### config.mk
export PLATFORM = sky130hd
export DESIGN_NAME = regfile_port_arbiter
export DESIGN_NICKNAME = d
export VERILOG_FILES = /design/src/rtl/regfile_port_arbiter.sv
export SDC_FILE = /design/constraint.sdc
export NUM_CORES = 1
export LEC_CHECK = 0
export ABC_CLOCK_PERIOD_IN_PS = 2100
export CORE_MARGIN = 2
export CORE_UTILIZATION = 34
export DETAILED_ROUTE_END_ITERATION = 10
export GPL_ROUTABILITY_DRIVEN = 1
export HOLD_SLACK_MARGIN = 0.02
export PLACE_DENSITY = 0.77
export REMOVE_ABC_BUFFERS = 1
export SLEW_MARGIN = 5
export SYNTH_ARGS = -nofsm -noshare
export SYNTH_HDL_FRONTEND = slang
export SYNTH_SLANG_ARGS = --single-unit
export TNS_END_PERCENT = 1
### constraint.sdc
create_clock -name clk -period 2.1 [get_ports clk]
set_input_delay 0.42 -clock clk [delete_from_list [all_inputs] [get_ports clk]]
set_output_delay 0.42 -clock clk [all_outputs]
set_load 0.05 [all_outputs]
### src/rtl/regfile_port_arbiter.sv
// Shares the decode-stage register file between the ID/WB pipeline and the debug unit.
// Optional build macro RFARB_WB_BYPASS_EN: debug reads forward same-cycle WB data to the same register.
module regfile_port_arbiter #(
  parameter int DATA_W     = 32,
  parameter int ADDR_W     = 5,
  parameter int WR_TIMEOUT = 15
) (
  input  logic              clk,
  input  logic              i_rst,
  input  logic              i_wb_we,
  input  logic [ADDR_W-1:0] i_wb_addr,
  input  logic [DATA_W-1:0] i_wb_data,
  input  logic [ADDR_W-1:0] i_id_rs,
  input  logic [ADDR_W-1:0] i_id_rt,
  input  logic [DATA_W-1:0] i_rf_rd_data1,
  output logic              o_rf_we,
  output logic [ADDR_W-1:0] o_rf_wr_addr,
  output logic [DATA_W-1:0] o_rf_wr_data,
  output logic [ADDR_W-1:0] o_rf_rd_addr1,
  output logic [ADDR_W-1:0] o_rf_rd_addr2,
  input  logic              i_dbg_req_valid,
  output logic              o_dbg_req_ready,
  input  logic              i_dbg_we,
  input  logic [ADDR_W-1:0] i_dbg_addr,
  input  logic [DATA_W-1:0] i_dbg_wdata,
  output logic              o_dbg_resp_valid,
  input  logic              i_dbg_resp_ready,
  output logic [DATA_W-1:0] o_dbg_rdata,
  output logic              o_stall_req,
  output logic              o_busy
);

  // Handshakes: a request transfers on a rising edge where i_dbg_req_valid && o_dbg_req_ready;
  // a response transfers on a rising edge where o_dbg_resp_valid && i_dbg_resp_ready.
  typedef enum logic [1:0] {
    IDLE = 2'd0,
    RD   = 2'd1,
    WR   = 2'd2,
    RESP = 2'd3
  } state_t;

  localparam logic [7:0] TIMEOUT = 8'(WR_TIMEOUT);

  state_t            state;
  state_t            state_next;
  logic [7:0]        wait_cnt;
  logic [7:0]        wait_cnt_next;
  logic [ADDR_W-1:0] lat_addr;
  logic [DATA_W-1:0] lat_wdata;
  logic [DATA_W-1:0] rdata;
  logic [DATA_W-1:0] rdata_next;
  logic [DATA_W-1:0] rd_value;
  logic              req_fire;
  logic              timed_out;

  assign req_fire  = (state == IDLE) && i_dbg_req_valid;
  assign timed_out = (wait_cnt >= TIMEOUT);

  always_comb begin
    rd_value = i_rf_rd_data1;
`ifdef RFARB_WB_BYPASS_EN
    if (i_wb_we && (i_wb_addr == lat_addr)) rd_value = i_wb_data;
`endif
    // Register 0 reads as zero whatever the file holds there.
    if (lat_addr == '0) rd_value = '0;
  end

  always_ff @(posedge clk) begin
    if (i_rst) begin
      state     <= IDLE;
      wait_cnt  <= '0;
      rdata     <= '0;
      lat_addr  <= '0;
      lat_wdata <= '0;
    end else begin
      state    <= state_next;
      wait_cnt <= wait_cnt_next;
      rdata    <= rdata_next;
      if (req_fire) begin
        lat_addr  <= i_dbg_addr;
        lat_wdata <= i_dbg_wdata;
      end
    end
  end

  always_comb begin
    state_next       = state;
    wait_cnt_next    = wait_cnt;
    rdata_next       = rdata;
    o_dbg_req_ready  = 1'b0;
    o_dbg_resp_valid = 1'b0;
    o_stall_req      = 1'b0;
    o_rf_rd_addr1    = i_id_rs;
    o_rf_we          = i_wb_we;
    o_rf_wr_addr     = i_wb_addr;
    o_rf_wr_data     = i_wb_data;
    case (state)
      IDLE: begin
        o_dbg_req_ready = 1'b1;
        if (i_dbg_req_valid) begin
          state_next = i_dbg_we ? WR : RD;
          rdata_next = '0;
        end
      end
      RD: begin
        o_stall_req   = 1'b1;
        o_rf_rd_addr1 = lat_addr;
        rdata_next    = rd_value;
        state_next    = RESP;
      end
      WR: begin
        o_stall_req = timed_out;
        if (!i_wb_we) begin
          // Free WB slot: take the write port; writes to register 0 are dropped.
          if ((lat_addr != '0) && !i_rst) begin
            o_rf_we      = 1'b1;
            o_rf_wr_addr = lat_addr;
            o_rf_wr_data = lat_wdata;
          end
          wait_cnt_next = '0;
          state_next    = RESP;
        end else if (!timed_out) begin
          wait_cnt_next = wait_cnt + 8'd1;
        end
      end
      RESP: begin
        o_dbg_resp_valid = 1'b1;
        if (i_dbg_resp_ready) state_next = IDLE;
      end
      default: state_next = IDLE;
    endcase
  end

  assign o_rf_rd_addr2 = i_id_rt;
  assign o_dbg_rdata   = rdata;
  assign o_busy        = (state != IDLE);

endmodule

# == Word-level counts from Yosys, hierarchy flattened ==
# Cells that the tools add are included.
# totals
inputBits,122
regBits,79
out_inout_bits,84
# classes
n_addsub,1
reduce_logical,11
n_lt_le_gt_ge,1
n_eq_ne,7
muxes,23
# ops
op,n
$mux W32,5
$pmux W32 S2,1
$mux W5,4
$mux W8,2
$add A8 B1 Y8 const B,1
$ge A8 B4 Y1 const B,1
$mux W2,4
$ne A2 B2 Y1 const B,4
$pmux W2 S4,1
$logic_not A5 Y1,1
$mux W1,5
$reduce_bool A5 Y1,1
$eq A2 B2 Y1 const B,2
$reduce_and A2 Y1,2
$reduce_bool A2 Y1,2
$reduce_and A3 Y1,1
$eq A2 B1 Y1 const B,1
$logic_and A1 B1 Y1,2
$logic_not A2 Y1,1
$pmux W1 S2,1
$logic_not A1 Y1,1

# == Longest topological paths before layout ==
# Gate-level depths: netlist of the first run.
# depth
depth_word,5
mapped_depth,7

# == Least setup slack after synthesis of the first run ==
# No wires, ideal clock.
# synth_timing
path_kind,register -> output
from,register state[1]
to,output o_stall_req
t_arrival_ns,1.979
path_buffers,1
setup_slack_ns,-0.299
stages_incl_launch_ff,6
path_cell_list,dfxtp_1 -> inv_1 -> ha_1 -> clkbuf_1 -> inv_1 -> a21boi_0
# synth_between
elab_chain_len,2
word_cells_on_any_way,3
# synth_rtl
item,line,rtl
from (decl),44,state_t state;
from (signal assigned),76,state <= state_next;
$eq A2 B2 Y1 / $eq A2 B1 Y1 (equally long branches),97,case (state)
$pmux W1 S2 *,97,
to (decl),29,"output logic o_stall_req,"
# Mark *: on every way between the ends. The rest lies on a longest branch, timed or not.

# == Final worst setup path of the first run ==
# layout_timing
from,register lat_addr[0]
to,output o_rf_wr_data[25]
# layout_between
elab_chain_len,5
# layout_rtl
item,line,rtl
from (decl),48,logic [ADDR_W-1:0] lat_addr;
from (signal assigned),80,lat_addr <= i_dbg_addr;
$reduce_bool A5 Y1,115,if ((lat_addr != '0) && !i_rst) begin
$logic_and A1 B1 Y1,115,
$mux W32,115,
$mux W32,113,if (!i_wb_we) begin
$mux W32,97,
to (decl),18,"output logic [DATA_W-1:0] o_rf_wr_data,"
# No other way between the ends.

==> summary.md, run 1 <==
| Metric | Value |
|---|---|
| Hold Violations, Final | 0 |
| Synth area leaders | dfxtp_1 (46%), mux2_2 (12%), nand2_1 (8.4%), a22oi_1 (7.0%), a21oi_1 (5.8%) |
| Synthesis Warnings | 0 |
| Power share of the clock group | 20.5% |
| Clk slew on worst S/H paths | 0.08 ns |
| Synthesized area | 0.00342 sq mm |
| Final setup vio count | 38 |
| Gate Count Post-Synth | 383 |
| Non-Filler Instances | 714 |
| Violated checks | setup timing |
| Core Region | 0.00977 sq mm |
| CP Data Required Time | 1.68 ns |
| Post-synth cell types | 34 |
| Vias in the first global route | 3,632 |
| Bufs on Longest Clock Path | 2 |
| Status | finished with violations |
| DRT antenna net count | 0 |
| Post-synthesis sequential area ratio | 46.2% |
| Clk_lat worst skew | 0.34 ns |
| Post-DP HPWL | 8120 um |
| Row cnt | 36 |
| # diodes | 0 |
| Pre-antenna DRT Iters | 5 |
| Critical path class | reg -> out |
| Crit path launch type | flip-flop |
| Leak Pwr | 2.40 nW |
| Layout cell share with drive strength beyond 1 | 22.4% |
| Routed len/inst | 15.2 um |
| Pwr Density | 898 mW/mm^2 |
| Unrepaired setup endpoints after global routing | true |
| Final worst slack | -0.513 ns |
| DR DRC count | 0 |
| Fin crit share | 124% |
| Max_slew headroom | 48.6% |
| Total GRT Usage | 20.0% |
| PortBufs | 195 |
| Switching Fraction | 38.6% |
| Worst setup EP type | output pin |
| Slew @ Worst Pin | 0.771 ns |
| Gate power share | 47.0% |
| Synth top area share | 46.2% |
| DP Cell Count | 698 |
| Routed via count | 3,464 |
| H-tree lvl count | 3 |
| Max-cap viol count | 0 |
| Synth Register Bits | 79 |
| Worst VDD drop | 0.438 mV |
| Die area | 0.0109 sq mm |
| CTS tree | built |
| Seq pwr share | 32.5% |
| Internal | 0.00339 W |
| I/O pin cnt | 206 |
| Crit-path max FO | 37 |
| Layout Nets | 704 |
| Vias per cell | 4.85 |
| Die W | 104 um |
| Final Slew Violations | 0 |
| Synth Area per Inst | 8.94 sq um |
| Final wirelength | 10,900 um |
| Post-synth top area cell | dfxtp_1 |
| Die height | 104 um |
| Min-Delay Path Class | reg -> reg |
| Peak Freq | 0.383 GHz |
| Net Sw Power | 0.00213 W |
| Antenna violations before repair | 0 |
| Clock Skew | 0.0115 ns |
| TNS Setup | -17.30 ns |
| Total CTS buffers | 9 |
| First-pass GRT wire length | 17,800 um |
| Worst endpoint data arrival time | 2.19 ns |
| Gp weighted congestion | 0.752 |
| Fin crit period | 2.61 ns |
| Initial detailed-routing violation count | 128 |
| Initial Util | 35.0% |
| CTS sink cnt | 79 |
| Largest net degree at the start of global routing | 78 |
| Area grow syn2layout | 79.6% |
| CTS Root Buffer Type | clkbuf_8 |
| Grt ovf | 0 |
final cells by class:
class,count,area [sq um]
fillers,836,3630
repair buffers,212,2480
multi-input cells,270,1700
flip-flops and latches,79,1590
well taps,133,166
clock buffers,11,141
clock inverters,5,56.3
inverters,4,15.0
power groups by stage:
stage          logic (W)  registers [W]  clock network [W]
2_1_floorplan    0.00126        0.00196                  0
3_3_place_gp     0.00250        0.00182                  0
3_5_place_dp     0.00256        0.00183                  0
4_1_cts          0.00258        0.00180            0.00116
5_1_grt          0.00277        0.00183            0.00123
6_report         0.00260        0.00180            0.00113
worst max-delay path, stage by stage (launching register included):
cell	delay, ns
dfxtp_1	0.32
or4_4	0.56
o21ai_4	0.16
buf_12	0.23
mux2_2	0.40
buf_12	0.15
kinds of logic after synthesis:
family / count (synthesis) / share of synthesized area (%)
AOI/OAI and AO/OA: 93 / 17.8
adders and majority gates: 6 / 2.19
muxes: 37 / 12.2
DFF: 79 / 46.2
buffers and inverters: 34 / 5.04
and+or+nand+nor: 134 / 16.6
flip-flops by register name, indices dropped and copies added (netlist names):
name and flops:
lat_addr 5, lat_wdata 32, o_dbg_rdata 32, state 2
wait_cnt 8
final timing paths:
path / cells after the start / end / slack, ns / startpoint
setup / recovery: 5 / o_rf_wr_data[25] / -0.51 / lat_addr[0]
hold / removal: 2 / lat_wdata[21] / 0.46 / lat_wdata[21]
setup reg to reg: 6 / o_dbg_rdata[13] / 0.19 / lat_addr[0]
hold reg to reg: 2 / lat_wdata[21] / 0.46 / lat_wdata[21]
placed cells by master, fill, tap and decap left out, types with 6 or more instances in the layout:
master	netlist	layout
a21oi_1	40	39
a22o_1	7	6
a22oi_1	32	32
buf_12	0	40
buf_4	5	18
buf_6	3	6
clkbuf_8	0	10
clkdlybuf4s50_1	0	147
dfxtp_1	79	76
ha_1	6	6
mux2_2	37	35
nand2_1	77	77
nor2_1	36	35
per-stage QoR:
step                utilization, %  power (W)  setup WS [ns]  cell area [sq um]  hold WS, ns
detailed placement            60.3    0.00439         -0.202               5890        0.446
global placement              60.3    0.00432         -0.156               5890        0.446
CTS                           62.4    0.00554         -0.532               6100        0.458
finish                        62.9    0.00552         -0.513               6150        0.457
floorplan                        -    0.00323         -0.912               3270        0.428
global route                  62.9    0.00583         -0.580               6150        0.487
Yosys cell counts (all sizes together):
library cell  number
dfxtp             79
nand2             77
a21oi             40
mux2              37
nor2              36
a22oi             32
clkbuf            17
buf               13
a22o               7
ha                 6
and2               4
inv                4
nand2b             4
o21ai              4
a211oi             3
or4                3
a31oi              2
nand3              2
nor2b              2
nor3b              2
a211o              1
a21boi             1
and3               1
nand3b             1
nor3               1
nor4               1
o211a              1
o21bai             1
o311ai             1
repair_timing:
action	4_1_cts	5_1_grt
resized for setup	6	13
gates cloned	0	0
hold endpoints to repair	0	0
setup buffers	0	0
pin swaps	2	3
hold buffers	0	0
endpoints found under the setup margin	44	44
per-layer routing:
metal,global-route usage [%],up-vias,routed length [um]
met2,36.6,121,5900
met3,4.07,18,494
met5,0,-,0
met1,22.5,1614,4290
li1,-,1711,-
met4,7.63,0,189
No activity file was read; power rests on OpenSTA's default activity.
==> run 2: changes to the inputs <==
- SETUP_SLACK_MARGIN: not set -> 0.1
- SLEW_MARGIN: 5 -> 20
==> summary.md, run 2 (synthesis gave the netlist of run 1 again) <==
| Metric | Value |
|---|---|
| Area grow syn2layout | 81.4% |
| Gp weighted congestion | 0.752 |
| Critical path class | reg -> out |
| Post-DP HPWL | 8120 um |
| CTS Hold Bufs | 0 |
| Initial detailed-routing violation count | 91 |
| Worst setup EP type | output pin |
| Hold Violations, Final | 0 |
| Post-CTS Setup Inserts | 0 |
| # diodes | 0 |
| Initial Util | 35.0% |
| Violated checks | setup timing |
| Clk slew on worst S/H paths | 0.08 ns |
| Bufs on Longest Clock Path | 2 |
| Final hold slack | 0.458 ns |
| Clock Skew | 0.0114 ns |
| Routed len/inst | 15.4 um |
| CTS sink cnt | 79 |
| Fin crit period | 2.61 ns |
| Cell Area, Placed | 0.00589 sq mm |
| Largest net degree at the start of global routing | 78 |
| H-tree lvl count | 3 |
| Worst slack, placed | -0.202 ns |
| Row cnt | 36 |
| Leak Pwr | 2.46 nW |
| Fin crit share | 124% |
| Crit-path max FO | 37 |
| Die area | 0.0109 sq mm |
| Final worst slack | -0.514 ns |
| # fillers | 826 |
| Final total power | 0.00560 W |
| Core Region | 0.00977 sq mm |
| Peak Freq | 0.383 GHz |
| Most common cell after layout, fill and taps aside | clkdlybuf4s50_1 |
| Most frequent cells in the layout | clkdlybuf4s50_1 (145), nand2_1 (77), dfxtp_1 (76) |
| Max_slew headroom | 48.5% |
| Final Cell Area | 0.00621 sq mm |
| Crit path launch type | flip-flop |
| TNS Setup | -17.40 ns |
| Vias in the first global route | 3,644 |
| Status | finished with violations |
| Worst endpoint data arrival time | 2.19 ns |
| Die W | 104 um |
| Layout cell share with drive strength beyond 1 | 22.5% |
| PortBufs | 195 |
| CTS Root Buffer Type | clkbuf_8 |
| Final Slew Violations | 0 |
| Pre-antenna DRT Iters | 7 |
| CP Data Required Time | 1.68 ns |
| First-pass GRT wire length | 18,000 um |
| Clk_lat worst skew | 0.34 ns |
| Layout Nets | 704 |
| Max-cap viol count | 0 |
| Slew @ Worst Pin | 0.772 ns |
| DRT antenna net count | 0 |
| I/O pin cnt | 206 |
| Routed via count | 3,496 |
| CTS tree | built |
| Antenna violations before repair | 0 |
| Vias per cell | 4.90 |
| Total GRT Usage | 20.1% |
| Grt ovf | 0 |
| Worst VDD drop | 0.449 mV |
| Pwr Density | 902 mW/mm^2 |
| Die height | 104 um |
| Final setup vio count | 38 |
| Total CTS buffers | 9 |
| DR DRC count | 0 |
| Unrepaired setup endpoints after global routing | true |
| Final wirelength | 11,000 um |
| Min-Delay Path Class | reg -> reg |
[run 2: changes by cell type in the layout (fill, tap and decap cells not counted), sizes merged]
cell           delta
clkdlybuf4s50     -2
dlymetal6s2s      +2
[run 2: power breakdown]
| part | leakage (nW) | total (W) | switching, W | internal [W] |
|---|---|---|---|---|
| Combinational | 1.71 | 0.00267 | 0.00149 | 0.00117 |
| Sequential | 0.644 | 0.00180 | 0.000115 | 0.00169 |
| Clock | 0.0997 | 0.00113 | 0.000546 | 0.000583 |
[run 2: final timing paths]
check	from	end	slack, ns	cells past startpoint
worst min register to register	lat_wdata[21]	lat_wdata[21]	0.46	2
worst max register to register	lat_addr[0]	o_dbg_rdata[13]	0.19	6
worst max-delay path	lat_addr[0]	o_rf_wr_data[25]	-0.51	5
worst min-delay path	lat_wdata[21]	lat_wdata[21]	0.46	2
[run 2: through the flow]
step	utilization, %	cells
2_1_floorplan	-	353
3_3_place_gp	60.3	698
3_5_place_dp	60.3	698
4_1_cts	62.9	714
5_1_grt	63.5	714
6_report	63.5	714
[run 2: what timing repair did]
action | 4_1_cts | 5_1_grt
pin swaps | 4 | 1
setup endpoints to repair | 44 | 46
resized for setup | 20 | 15
[run 2: area by class of cell]
cell class,count,area [sq um],share of cell area (%)
clock buffers,11,141,2.28
flip-flops and latches,79,1590,25.5
multi-input cells,270,1730,27.9
repair buffers,212,2510,40.4
inverters,4,17.5,0.282
clock inverters,5,56.3,0.907
well taps,133,166,2.68
[run 2: layer usage]
layer	track usage, %	wire, um	share of wire [%]	up-vias
met5	0	0	0	-
met4	7.63	189	1.7	0
met3	4.01	530	4.8	18
met2	37.1	6000	55	131
met1	22.7	4250	39	1633
li1	-	-	-	1714
[run 2: critical path, cell delays in order (launching register included)]
cell	delay, ns
dfxtp_1	0.32
or4_4	0.56
o21ai_4	0.17
buf_12	0.23
mux2_2	0.40
buf_12	0.15
